[src/rtl/fetch_pkg.sv]
// Constants and state encoding shared by the fetch stage and the decoder.
package fetch_pkg;

    localparam int BYTE_W    = 8;
    localparam int INSTR_W   = 4 * BYTE_W;
    localparam int REQ_BYTES = 4;
    localparam int CNT_W     = $clog2(REQ_BYTES);

    typedef enum logic [2:0] {
        IDLE,
        REQ,
        DRAIN,
        ISSUE,
        WAIT
    } state_t;

endpackage

[src/rtl/fetch_assembler.sv]
// Big-endian instruction assembly buffer: a returned byte lands at the slot chosen
// by the byte index of the read that produced it, one cycle after that read.
module fetch_assembler
    import fetch_pkg::*;
#(
    parameter int byte_width = BYTE_W,
    parameter int width      = 4 * byte_width
) (
    input  logic                  clk,
    input  logic                  rst_n,
    input  logic                  clear,
    input  logic                  rd,
    input  logic [CNT_W-1:0]      idx,
    input  logic [byte_width-1:0] data,
    output logic [width-1:0]      buffer
);

    logic             valid_d;
    logic [CNT_W-1:0] idx_d;

    // NOTE: registers use non-blocking assignments so every flop samples pre-edge values.
    always_ff @(posedge clk or negedge rst_n) begin
        if (!rst_n) begin
            valid_d <= 1'b0;
            idx_d   <= '0;
            buffer  <= '0;
        end else if (clear) begin
            // Dropping valid_d discards the byte returning in the clear cycle.
            valid_d <= 1'b0;
            idx_d   <= '0;
            buffer  <= '0;
        end else begin
            valid_d <= rd;
            idx_d   <= idx;
            if (valid_d) begin
                buffer[width - 1 - int'(idx_d) * byte_width -: byte_width] <= data;
            end
        end
    end

endmodule

[src/rtl/fetch_unit.sv]
// Instruction fetch stage: reads four bytes from a 1-cycle-latency byte memory,
// issues the assembled instruction to the decoder and waits for its ready.
module fetch_unit
    import fetch_pkg::*;
#(
    parameter int                    byte_width = BYTE_W,
    parameter int                    width      = 4 * byte_width,
    parameter int                    addr_width = 16,
    parameter logic [addr_width-1:0] reset_pc   = '0
) (
    input  logic                  clk,
    input  logic                  rst_n,
    input  logic                  enable,
    input  logic                  redirect,
    input  logic [addr_width-1:0] redirect_pc,
    output logic [addr_width-1:0] mem_addr,
    output logic                  mem_rd,
    input  logic [byte_width-1:0] mem_data,
    output logic [width-1:0]      instruction_out,
    output logic                  start,
    output logic [addr_width-1:0] pc_out,
    input  logic                  dec_ready,
    output logic                  busy
);

    state_t                state, state_n;
    logic [addr_width-1:0] pc, pc_n;
    logic [CNT_W-1:0]      cnt, cnt_n;
    logic [addr_width-1:0] addr_q;
    logic [width-1:0]      instr_q;
    logic [addr_width-1:0] pc_out_q;
    logic [width-1:0]      buffer;

    fetch_assembler #(
        .byte_width(byte_width),
        .width     (width)
    ) u_assembler (
        .clk   (clk),
        .rst_n (rst_n),
        .clear (redirect),
        .rd    (mem_rd),
        .idx   (cnt),
        .data  (mem_data),
        .buffer(buffer)
    );

    always_ff @(posedge clk or negedge rst_n) begin
        if (!rst_n) begin
            state    <= IDLE;
            pc       <= reset_pc;
            cnt      <= '0;
            addr_q   <= '0;
            instr_q  <= '0;
            pc_out_q <= '0;
        end else begin
            state <= state_n;
            pc    <= pc_n;
            cnt   <= cnt_n;
            if (mem_rd) addr_q <= mem_addr;
            if (start) begin
                instr_q  <= buffer;
                pc_out_q <= pc;
            end
        end
    end

    // NOTE: every combinational output gets a default first so no latch is inferred.
    always_comb begin
        state_n = state;
        pc_n    = pc;
        cnt_n   = cnt;
        if (redirect) begin
            state_n = enable ? REQ : IDLE;
            pc_n    = redirect_pc;
            cnt_n   = '0;
        end else begin
            unique case (state)
                IDLE: begin
                    if (enable) begin
                        state_n = REQ;
                        cnt_n   = '0;
                    end
                end
                REQ: begin
                    cnt_n = cnt + CNT_W'(1);
                    if (cnt == CNT_W'(REQ_BYTES - 1)) state_n = DRAIN;
                end
                DRAIN: state_n = ISSUE;
                ISSUE: begin
                    state_n = WAIT;
                    pc_n    = pc + addr_width'(REQ_BYTES);
                end
                WAIT: begin
                    if (dec_ready) begin
                        state_n = enable ? REQ : IDLE;
                        cnt_n   = '0;
                    end
                end
                default: state_n = IDLE;
            endcase
        end
    end

    // Outputs hold their last issued / last requested values between events.
    always_comb begin
        mem_rd          = (state == REQ) && !redirect;
        start           = (state == ISSUE) && !redirect;
        busy            = (state != IDLE);
        mem_addr        = mem_rd ? pc + addr_width'(cnt) : addr_q;
        instruction_out = start ? buffer : instr_q;
        pc_out          = start ? pc : pc_out_q;
    end

endmodule

[config.mk]
export PLATFORM = sky130hd
export DESIGN_NAME = fetch_unit
export DESIGN_NICKNAME = d
export VERILOG_FILES = /design/src/rtl/fetch_pkg.sv /design/src/rtl/fetch_assembler.sv /design/src/rtl/fetch_unit.sv
export SDC_FILE = /design/constraint.sdc
export NUM_CORES = 1
export LEC_CHECK = 0
export ABC_CLOCK_PERIOD_IN_PS = 1660
export BUFFER_PORTS_ARGS = -buffer_cell sky130_fd_sc_hd__buf_4
export CAP_MARGIN = 40
export CORE_MARGIN = 5
export CORE_UTILIZATION = 35
export CTS_BUF_LIST = sky130_fd_sc_hd__clkbuf_2 sky130_fd_sc_hd__clkbuf_4 sky130_fd_sc_hd__clkbuf_8
export CTS_CLUSTER_DIAMETER = 60
export CTS_CLUSTER_SIZE = 14
export DETAILED_ROUTE_END_ITERATION = 10
export GPL_TIMING_DRIVEN = 0
export SLEW_MARGIN = 20
export SYNTH_ARGS = -nofsm -noshare
export SYNTH_HDL_FRONTEND = slang
export SYNTH_SLANG_ARGS = --single-unit
[constraint.sdc]
create_clock -name clk -period 1.66 [get_ports clk]
set_input_delay 0 -clock clk [delete_from_list [all_inputs] [get_ports clk]]
set_output_delay 0 -clock clk [all_outputs]
set_load 0.005 [all_outputs]
Word-level counts from Yosys, hierarchy flattened. Cells that the tools add are included.

Shift operators: 2. Muxes and demuxes: 20. $add $sub $neg: 5. $lt $le $gt $ge: 0. Divide/modulo/power cells: 0. Equality and inequality tests: 8. Reduce and logical (&&, ||, !) cells: 10. Bitwise logic cells: 0. $mul: 0.

Operators with widths (count): 2-to-1 mux 32 bit (3); 2-to-1 mux 16 bit (4); variable shift 8 x 33 -> 39 bit (first input constant) (1); variable part select 8 x 33 -> 39 bit (1); negation 32 -> 33 bit (1); bitwise mux 32 bit (1); adder 16 x 2 -> 16 bit (1); adder 16 x 3 -> 16 bit (second input constant) (1); one-hot mux 3 bit (5 select lines) (1); 2-to-1 mux 3 bit (4); != test 3 bit (second input constant) (3); 2-to-1 mux 2 bit (4); equality test 3 x 2 -> 1 bit (second input constant) (2); one-hot mux 2 bit (3 select lines) (1); AND reduction 3 bit (2); subtractor 5 x 5 -> 6 bit (first input constant) (1); nonzero test 2 bit (2); nonzero test 4 bit (1); equality test 3 x 1 -> 1 bit (second input constant) (1); equality test 3 bit (second input constant) (1); zero test 3 bit (1); nonzero test 3 bit (1); adder 2 x 1 -> 2 bit (second input constant) (1); equality test 2 bit (second input constant) (1); 3 further kinds (5).

Memories kept: 0. Bits in writable memories: 0. ROM bits: 0. Flip-flop bits (word level): 120. Bits in latches: 0. Output and inout port bits: 67. Logic and storage cells: 54.

Depth between registers and ports, before layout. Gate-level depths: netlist of run 1.

Word-level depth: 6. Gate-level depth with buffers: 7.

Modules after synthesis. Synthesis of run 1 repeated with hierarchy kept, for this count alone.

Cells, all modules: 461. Area, all modules: 5368.9 µm².

By module, submodules not included: fetch_unit (instances 1, cells an instance 338, area each 3829.9 µm²); fetch_assembler (instances 1, cells an instance 123, area each 1539.0 µm²).

Worst setup path before layout of run 1. OpenSTA, ideal clock, no wires.

Path kind: reg-to-reg. From: register cnt[0]. To: register addr_q[12]. Stages on the path, launching flop included: 8. Buffers on the path: 1. Arrival: 1648 ps. Required time: 1526 ps. Path slack: -122 ps. Path through: dfrtp_1 ha_1 inv_1 fa_1 clkbuf_1 nor4_1 xnor2_1 o21ai_0.

Cells in the longest elaborated chain, start to end: 2.

RTL lines: from (decl) (RTL line fetch_unit.sv:28) `logic [CNT_W-1:0] cnt, cnt_n;`; from (signal assigned) (RTL line fetch_unit.sv:58) `cnt <= cnt_n;`; adder 16 x 2 -> 16 bit (RTL line fetch_unit.sv:109) `mem_addr = mem_rd ? pc + addr_width'(cnt) : addr_q;`; 2-to-1 mux 16 bit (RTL line fetch_unit.sv:109); to (signal assigned) (RTL line fetch_unit.sv:59) `if (mem_rd) addr_q <= mem_addr;`; to (decl) (RTL line fetch_unit.sv:29) `logic [addr_width-1:0] addr_q;`.

Every way passes these cells. A chain may end at the register's enable or synchronous reset.

Worst setup path in the final report of run 1.
From: register pc[1]. To: output mem_addr[9].

Cells in the longest elaborated chain, start to end: 2.

RTL lines: from (decl) (RTL line fetch_unit.sv:27) `logic [addr_width-1:0] pc, pc_n;`; from (signal assigned) (RTL line fetch_unit.sv:50) `pc <= reset_pc;`; from (signal assigned) (RTL line fetch_unit.sv:57) `pc <= pc_n;`; adder 16 x 2 -> 16 bit (RTL line fetch_unit.sv:109); 2-to-1 mux 16 bit (RTL line fetch_unit.sv:109); to (decl) (RTL line fetch_unit.sv:16) `output logic [addr_width-1:0] mem_addr,`.

Every way passes these cells.

==> results.cfg, run 1 <==
[cells_and_area]
syn2layout_area_growth_pct = 58.6
multi_input_area_um2 = 2660
fin_area_um2 = 8360
seq_area_um2 = 3010
fill_cells = 1167
fin_util_pct = 57.1
post_route_cells_drive_above_1_share_pct = 45.9
fin_cells = 838
nNetsFinal = 676

[placement]
hpwl_um = 9280
io_buffer_count = 94
dp_slack_ns = -0.328
post-place-cells = 733
gp_congestion = 0.804
placed_area_um2 = 6250

[grt]
grtUsageTotal_pct = 16.6
antenna_found_initial = 1
grt_pass1_wl_um = 23000
grt_pass1_vias = 4341
gr-total-overflow = 0
grt_max_degree = 70

[floorplan]
initial_utilization_pct = 36.0
io_pins = 96
die_area_um2 = 17600
die_width_um = 133
die_h_um = 133
rows = 44
core_um2 = 14600

[detailed_routing]
routed_wl_um = 15000
drt_pass1_iterations = 4
viasPerCell = 4.98
post_drt_wl_per_cell_um = 17.9
drc_errors = 0
vias = 4173
ant_nets = 0
drtIter0Drc = 291

[synthesis]
synth_edf_count = 0
yosysMostFrequentCell = dfrtp_1
synth_largest_area_cell = dfrtp_1
synth_seq_area_share_pct = 57.0
synth_seq_cells = 120
synth_cell_type_count = 43
syn-cell-area_um2 = 5270
async_flop_share_pct = 100
syn_nets = 488
avgSynthCellArea_um2 = 11.6
netlist_top_cells_area = dfrtp_1 57%, mux2_2 11%, mux2i_1 6.5%
synthTopCellsByCount = 120 x dfrtp_1, 50 x mux2_2, 43 x nor2_1
synthCells = 454
yosysTopAreaCellShare_pct = 57.0
synth_flop_cell = dfrtp_1
yosys_warnings = 0

[worst_setup_path]
critPathBufInv = 3
worst-path-max-fanout = 5
critPathKind = reg2out
start_kind = register
r2r-start = state[2]
path_common_cell = buf_6
required_ns = 1.66
cp.arrival_ns = 2.18
regToRegSetupSlack_ns = -0.19
crit_slowest_cell = dfrtp_1
critPathTopFamily = buffers and inverters
r2r_end = pc[13]
cpPeakStageDelay_ns = 0.39
reg2reg_depth = 6
path_cells = buf_6 -> ha_4 -> a21oi_4 -> buf_6 -> nor4_4 -> xnor2_2 -> o21ai_4 -> buf_6
critPathCaptureType = primary output

[min_path]
hold_path_class = in2async

[timing]
worstMarginPinSlew_ns = 0.635
setup_ws_ns = -0.522
fin_crit_ns = 2.18
fin_crit_sh_pct = 131
final-setup-viol-count = 83
grt_setup_unrepaired = yes
drv_slew = 0
hold_violations = 0
maxSlewHeadroom_pct = 57.7
max_freq_mhz = 458
clock-skew-final_ns = 0.00950

[clock_tree]
clk_pin_slew_ns = 0.07
worstSkewPairLatency_ns = 0.44
cts_root_buffer = clkbuf_8
numCtsBuffers = 17
cts_tree = built
clkSinkCount = 120
htree_levels = 4
cts_max_path_buffers = 2

[power_and_ir_drop]
power_uw = 8010
p_leak_uw = 0.00402
cellPowerDensity_nw_per_um2 = 958
peakVddDrop_v = 0.000518

[run]
cap_violations = 0

[run_status]
violations = negative setup slack
status = finished, violations left
-- report_power, final --
group	switching [µW]	leakage [µW]	internal, µW
registers	136	0.00160	3210
clock network	1100	0.000211	1610
logic	889	0.00221	1050
-- through the flow --
| stage | hold slack [ns] | TNS [ns] |
|---|---|---|
| 2_1_floorplan | -0.296 | -0.000522 |
| 3_3_place_gp | 0.213 | -19.82 |
| 3_5_place_dp | -0.0115 | -19.39 |
| 4_1_cts | 0.0696 | -27.52 |
| 5_1_grt | 0.114 | -35.78 |
| 6_report | 0.0759 | -27.99 |
-- routing by layer --
metal | global-route usage, % | part of all wire, % | vias up
li1 | - | - | 1944
met1 | 21.9 | 45 | 2096
met2 | 25.8 | 48 | 103
met3 | 4.71 | 4.2 | 30
met4 | 6.81 | 2.6 | 0
met5 | 0 | 0 | -
-- state kept, by name (all words and copies together), names as in the netlist --
register / flops
addr_q: 16
cnt: 2
instr_q: 32
pc: 16
pc_out_q: 16
state: 3
u_assembler.buffer: 32
u_assembler.idx_d: 2
u_assembler.valid_d: 1
-- layout by cell type (no fill, tap or decap), types with 17 or more instances in the layout --
cell | synthesis | routed
buf_6 | 2 | 75
dfrtp_1 | 120 | 115
mux2i_1 | 34 | 34
mux2_4 | 0 | 48
buf_4 | 1 | 64
o21ai_1 | 0 | 17
clkbuf_8 | 0 | 20
nor2_1 | 43 | 39
nand2_1 | 40 | 38
dlygate4sd3_1 | 0 | 29
-- worst reg2reg max path: stages, from the launching register on --
cell and delay (ns):
dfrtp_2 0.43, buf_4 0.14, buf_4 0.15, nand4b_1 0.30
nor4_1 0.42, xnor2_1 0.16, o21ai_0 0.10
-- kinds of logic (layout without fill, tap and decap cells) --
family	count (synthesis)	count (layout)	share of synthesized area, %
AOI/OAI and AO/OA	55	55	5.63
xor gates and xnor gates	24	24	3.99
adders and majority gates	5	5	1.33
buffers and inverters	38	237	3.37
DFF	120	120	57.0
muxes	84	84	17.1
other	0	1	0
and+or+nand+nor	128	128	11.6
-- area by class of cell --
type	count	share of cell area, %
Sequential cell	120	36.0
Clock inverter	8	1.45
Clock buffer	22	3.47
Buffer	29	2.95
Tap cell	184	2.75
Inverter	8	0.449
Timing Repair Buffer	170	21.0
Multi-Input combinational cell	296	31.9
Antenna cell	1	0.0299
-- repair_timing --
action | in CTS | in global routing
hold endpoints to repair | 171 | 0
gates cloned | 3 | 2
hold buffers | 29 | 0
pin swaps | 21 | 29
setup buffers | 25 | 19
endpoints found under the setup margin | 133 | 104
resized for setup | 161 | 107
-- worst max-delay path by stage --
stage | from | slack, ns | cells past startpoint | endpoint
final | pc[1] | -0.52 | 8 | mem_addr[9]
after global routing | cnt[0] | -0.65 | 8 | mem_addr[12]
after CTS | state[1] | -0.53 | 6 | mem_addr[15]
after detailed placement | state[2] | -0.33 | 6 | pc_out[6]
after global placement | state[2] | -0.34 | 6 | pc_out[6]
after floorplan | cnt[0] | -0.0005 | 7 | addr_q[10]
Power figures use the tool's default switching activity.
==> run 2: changes to the inputs <==
--- a/config.mk
+++ b/config.mk
@@ -8,6 +8,7 @@
 export ABC_CLOCK_PERIOD_IN_PS = 1660
 export BUFFER_PORTS_ARGS = -buffer_cell sky130_fd_sc_hd__buf_4
 export CAP_MARGIN = 40
+export CORE_ASPECT_RATIO = 1.2
 export CORE_MARGIN = 5
 export CORE_UTILIZATION = 35
 export CTS_BUF_LIST = sky130_fd_sc_hd__clkbuf_2 sky130_fd_sc_hd__clkbuf_4 sky130_fd_sc_hd__clkbuf_8
==> run 2 against run 1 <==
  * The flow still finishes with violations (negative setup slack)
  * Clock skew grew 0.0015 ns
  * Via count grew 2.7%
  * Highest routed layer unchanged
  * Worst setup slack lost 0.027 ns
==> results.cfg, run 2 (synthesized netlist as in run 1, its figures left out) <==
[clock_tree]
worstSkewPairLatency_ns = 0.44
htree_levels = 4
numCtsBuffers = 17
cts_tree = built
clk_pin_slew_ns = 0.07
cts_root_buffer = clkbuf_8
clkSinkCount = 120
cts_max_path_buffers = 2

[worst_setup_path]
worst-path-max-fanout = 7
critPathKind = reg2out
required_ns = 1.66
crit_slowest_cell = dfrtp_1
r2r-start = cnt[0]
reg2reg_depth = 8
critPathTopFamily = adder cells
cp.arrival_ns = 2.21
critPathBufInv = 3
critPathCaptureType = primary output
cpPeakStageDelay_ns = 0.39
start_kind = register
r2r_end = addr_q[13]
path_cells = ha_4 -> inv_2 -> fa_2 -> clkbuf_16 -> nor4_4 -> xnor2_2 -> o21ai_1 -> buf_4
regToRegSetupSlack_ns = -0.19

[power_and_ir_drop]
peakVddDrop_v = 0.000664
p_leak_uw = 0.00414
cellPowerDensity_nw_per_um2 = 947

[detailed_routing]
vias = 4286
viasPerCell = 4.89
drtIter0Drc = 246
top_layer = met4
met3_length_um = 753
met2WireLength_um = 8190
ant_nets = 0
drc_errors = 0
wl_met1_um = 6570
drt_pass1_iterations = 4
routed_wl_um = 16000
post_drt_wl_per_cell_um = 18.2

[timing]
final-setup-viol-count = 93
grt_setup_unrepaired = yes
fin_crit_ns = 2.21
setup_ws_ns = -0.549
max_freq_mhz = 453
worstMarginPinSlew_ns = 0.638
maxSlewHeadroom_pct = 57.5
clock-skew-final_ns = 0.0110
whs_ns = 0.141
hold_violations = 0
fin_crit_sh_pct = 133
drv_slew = 0

[cells_and_area]
layout_common_cells = 114 x dfrtp_1, 89 x buf_6, 69 x buf_4
post_route_cells_drive_above_1_share_pct = 49.9
n_antenna_cell = 0
fin_cells = 877
reg_top3 = instr_q x32, u_assembler.buffer x32
syn2layout_area_growth_pct = 63.6
nNetsFinal = 697
layout_commonest_cell = dfrtp_1
fill_cells = 1170

[floorplan]
die_area_um2 = 17600
core_um2 = 14900
io_pins = 96
initial_utilization_pct = 35.4
rows = 49
die_width_um = 122
die_h_um = 144

[grt]
gr-total-overflow = 0
grtUsageTotal_pct = 18.2
grt_max_degree = 68
antenna_found_initial = 0
grt_pass1_wl_um = 24600
grt_pass1_vias = 4594

[placement]
gp_congestion = 0.816
post-place-cells = 753
io_buffer_count = 94
hpwl_um = 9400

[min_path]
hold_path_class = in2async

[run_status]
violations = negative setup slack
status = finished, violations left

[run]
cap_violations = 0
-- run 2: cell types whose count changed in the layout (fill, tap and decap cells not counted), sizes merged --
cell	before	now
buf	156	178
clkbuf	36	38
clkinv	4	2
clkinvlp	1	0
diode	1	0
inv	8	7
-- run 2: metrics by stage --
step	setup WS [ns]	area [µm²]	util [%]	TNS (ns)	total power [µW]
final	-0.549	8620	57.9	-27.56	8170
after global routing	-0.653	8620	57.9	-33.94	8560
after CTS	-0.514	8310	55.8	-29.58	8060
after detailed placement	-0.395	6280	42.2	-26.80	4710
after global placement	-0.375	6250	41.9	-25.08	4660
after floorplan	-0.000522	5290	-	-0.000522	4020
-- run 2: layer usage --
metal | vias to the layer above | global-route usage, %
met5 | - | 0
met4 | 0 | 8.38
met3 | 37 | 4.42
met2 | 134 | 30.7
met1 | 2142 | 22.1
li1 | 1973 | -
-- run 2: report_power, final --
part	internal [µW]	leakage (µW)	total (µW)	switching [µW]
clock	1610	0.000208	2700	1080
combinational	1150	0.00234	2080	930
sequential	3210	0.00160	3380	170
total	5980	0.00414	8170	2180
-- run 2: worst max path at each step --
stage / startpoint / to / depth (start not counted)
3_3_place_gp: state[2] / pc_out[11] / 6
4_1_cts: state[2] / instruction_out[26] / 7
5_1_grt: pc[0] / mem_addr[12] / 8
2_1_floorplan: cnt[0] / addr_q[10] / 7
6_report: cnt[0] / mem_addr[12] / 8
3_5_place_dp: state[2] / pc_out[8] / 6
-- run 2: final cells by class --
class | instances | area, µm² | area share, %
sequential | 120 | 3010 | 34.9
multi-input combinational | 296 | 2700 | 31.3
timing repair buffer | 191 | 1950 | 22.6
clock buffer | 25 | 300 | 3.48
buffer | 29 | 273 | 3.16
tap | 204 | 255 | 2.96
clock inverter | 4 | 95.1 | 1.10
inverter | 8 | 42.5 | 0.493
-- run 2: repair_timing --
| action | in CTS | in global routing |
|---|---|---|
| endpoints found under the setup margin | 134 | 137 |
| resized for setup | 231 | 85 |
| buffers inserted | 44 | 25 |
| gates cloned | 7 | 0 |
| hold buffers | 29 | 0 |
| endpoints found under the hold margin | 117 | 0 |
| pin swaps | 30 | 25 |
==> run 3: changes to the inputs <==
--- a/config.mk
+++ b/config.mk
@@ -8,14 +8,17 @@
 export ABC_CLOCK_PERIOD_IN_PS = 1660
 export BUFFER_PORTS_ARGS = -buffer_cell sky130_fd_sc_hd__buf_4
 export CAP_MARGIN = 40
+export CELL_PAD_IN_SITES_DETAIL_PLACEMENT = 1
+export CELL_PAD_IN_SITES_GLOBAL_PLACEMENT = 2
 export CORE_ASPECT_RATIO = 1.2
 export CORE_MARGIN = 5
-export CORE_UTILIZATION = 35
+export CORE_UTILIZATION = 34
 export CTS_BUF_LIST = sky130_fd_sc_hd__clkbuf_2 sky130_fd_sc_hd__clkbuf_4 sky130_fd_sc_hd__clkbuf_8
 export CTS_CLUSTER_DIAMETER = 60
 export CTS_CLUSTER_SIZE = 14
 export DETAILED_ROUTE_END_ITERATION = 10
 export GPL_TIMING_DRIVEN = 0
+export PLACE_DENSITY_LB_ADDON = 0.1
 export SLEW_MARGIN = 20
 export SYNTH_ARGS = -nofsm -noshare
 export SYNTH_HDL_FRONTEND = slang
==> run 3 against run 2 <==
  * Maximum frequency up 0.50%
  * Flip-flop and latch count unchanged
  * Largest power group unchanged
  * Highest routed layer unchanged
  * Cell count unchanged
  * The run still ends with negative setup slack left
  * Worst setup slack better by 0.011 ns
  * Sequential power about the same
  * Via count down 1.0%
  * Global-route usage up 0.30 points
  * Clock power up 15%
  * Design area up 1.2%
  * Critical path depth unchanged
  * Critical endpoint is now mem_addr[15]
  * Worst hold slack worse by 0.089 ns
==> results.cfg, run 3 (synthesized netlist as in run 1, its figures left out) <==
[run]
cap_violations = 0

[worst_setup_path]
r2r_end = instr_q[27]
required_ns = 1.66
r2r-start = state[2]
critPathKind = reg2out
cp-endpoint = mem_addr[15]
reg2reg_depth = 7
cp.arrival_ns = 2.20
critPathCaptureType = primary output
start_kind = register
regToRegSetupSlack_ns = -0.19
cp-startpoint = state[2]
worst-path-max-fanout = 5

[timing]
worstMarginPinSlew_ns = 0.670
max_freq_mhz = 455
drv_slew = 0
clock-skew-final_ns = 0.0112
maxSlewHeadroom_pct = 55.3
fin_crit_sh_pct = 132
grt_setup_unrepaired = yes
final-setup-viol-count = 90
hold_violations = 0
fin_crit_ns = 2.20
whs_ns = 0.0517
fin_tns_setup_ns = -29.56
setup_ws_ns = -0.538

[clock_tree]
cts_root_buffer = clkbuf_8
cts_max_path_buffers = 2
numCtsBuffers = 17
htree_levels = 4
clk_pin_slew_ns = 0.08
cts_tree = built
clkSinkCount = 120
worstSkewPairLatency_ns = 0.44

[placement]
gp_congestion = 0.756
hpwl_um = 9970
post-place-cells = 753
io_buffer_count = 94

[floorplan]
die_width_um = 124
io_pins = 96
die_area_um2 = 18100
die_h_um = 146
initial_utilization_pct = 35.0
rows = 49
core_um2 = 15100

[detailed_routing]
drc_errors = 0
viasPerCell = 4.84
routed_wl_um = 16500
vias = 4242
drtIter0Drc = 169
ant_nets = 0
drt_pass1_iterations = 4
post_drt_wl_per_cell_um = 18.8

[grt]
grtUsageTotal_pct = 18.5
gr-total-overflow = 0
antenna_found_initial = 0
grt_max_degree = 79
grt_pass1_wl_um = 25900
grt_pass1_vias = 4768

[power_and_ir_drop]
cellPowerDensity_nw_per_um2 = 992
peakVddDrop_v = 0.000457
p_leak_uw = 0.00421

[cells_and_area]
multi_input_area_um2 = 2740
layout_commonest_cell = dfrtp_1
reg_top3 = instr_q x32, u_assembler.buffer x32
n_antenna_cell = 0
fin_cells = 877
fill_cells = 1526
seq_area_um2 = 3010
syn2layout_area_growth_pct = 65.6
fin_util_pct = 57.9
post_route_cells_drive_above_1_share_pct = 50.1
layout_common_cells = 115 x dfrtp_1, 91 x buf_6, 61 x buf_4
nNetsFinal = 694

[run_status]
violations = negative setup slack
status = finished, violations left

[min_path]
hold_path_class = in2async
[run 3: how the worst min path moves through the flow]
stage                         start                endpoint  slack [ns]
floorplan                     rst_n               addr_q[0]       -0.30
global route                  rst_n  u_assembler.buffer[20]        0.07
detailed placement            rst_n  u_assembler.buffer[21]       -0.04
global placement    redirect_pc[12]                  pc[12]        0.22
CTS                           rst_n             instr_q[20]        0.05
finish                        rst_n  u_assembler.buffer[20]        0.05
[run 3: cell type report]
type                    instances  area share [%]
inverters                       8           0.430
clock inverters                13            2.28
flip-flops and latches        120            34.5
multi-input cells             296            31.4
clock buffers                  19            3.00
repair buffers                190            22.9
plain buffers                  27            2.62
well taps                     204            2.92
[run 3: critical path, cell delays in order, from the launching register on]
cell and delay (ns):
dfrtp_2 0.44, or4b_4 0.55, buf_8 0.16, buf_6 0.12, inv_8 0.04, and2_4 0.14, mux2i_2 0.07, nand2_1 0.12
buf_6 0.10
[run 3: layer usage]
layer / GRT usage (%) / vias to the layer above / part of all wire, %
li1: - / 1969 / -
met1: 22.3 / 2154 / 41
met2: 32.3 / 92 / 54
met3: 4.18 / 27 / 3.4
met4: 6.15 / 0 / 1.7
met5: 0 / - / 0
[run 3: report_power, final]
| group | internal (µW) | switching [µW] | total, µW |
|---|---|---|---|
| Combinational | 1210 | 942 | 2160 |
| Clock | 1860 | 1250 | 3100 |
| Sequential | 3210 | 185 | 3400 |
[run 3: metrics by stage]
stage | setup slack [ns] | total power, µW | instance area, µm²
after floorplan | -0.000522 | 4020 | 5290
final | -0.538 | 8660 | 8730
after CTS | -0.598 | 8410 | 8300
after global placement | -0.362 | 4670 | 6250
after detailed placement | -0.418 | 4710 | 6280
after global routing | -0.633 | 9050 | 8730
[run 3: what timing repair did]
item	CTS	global route
hold buffers	29	0
gates resized for setup	219	90
endpoints found under the setup margin	134	139
endpoints found under the hold margin	171	0
gates cloned	7	0
pin swaps	25	34
buffers inserted	41	25
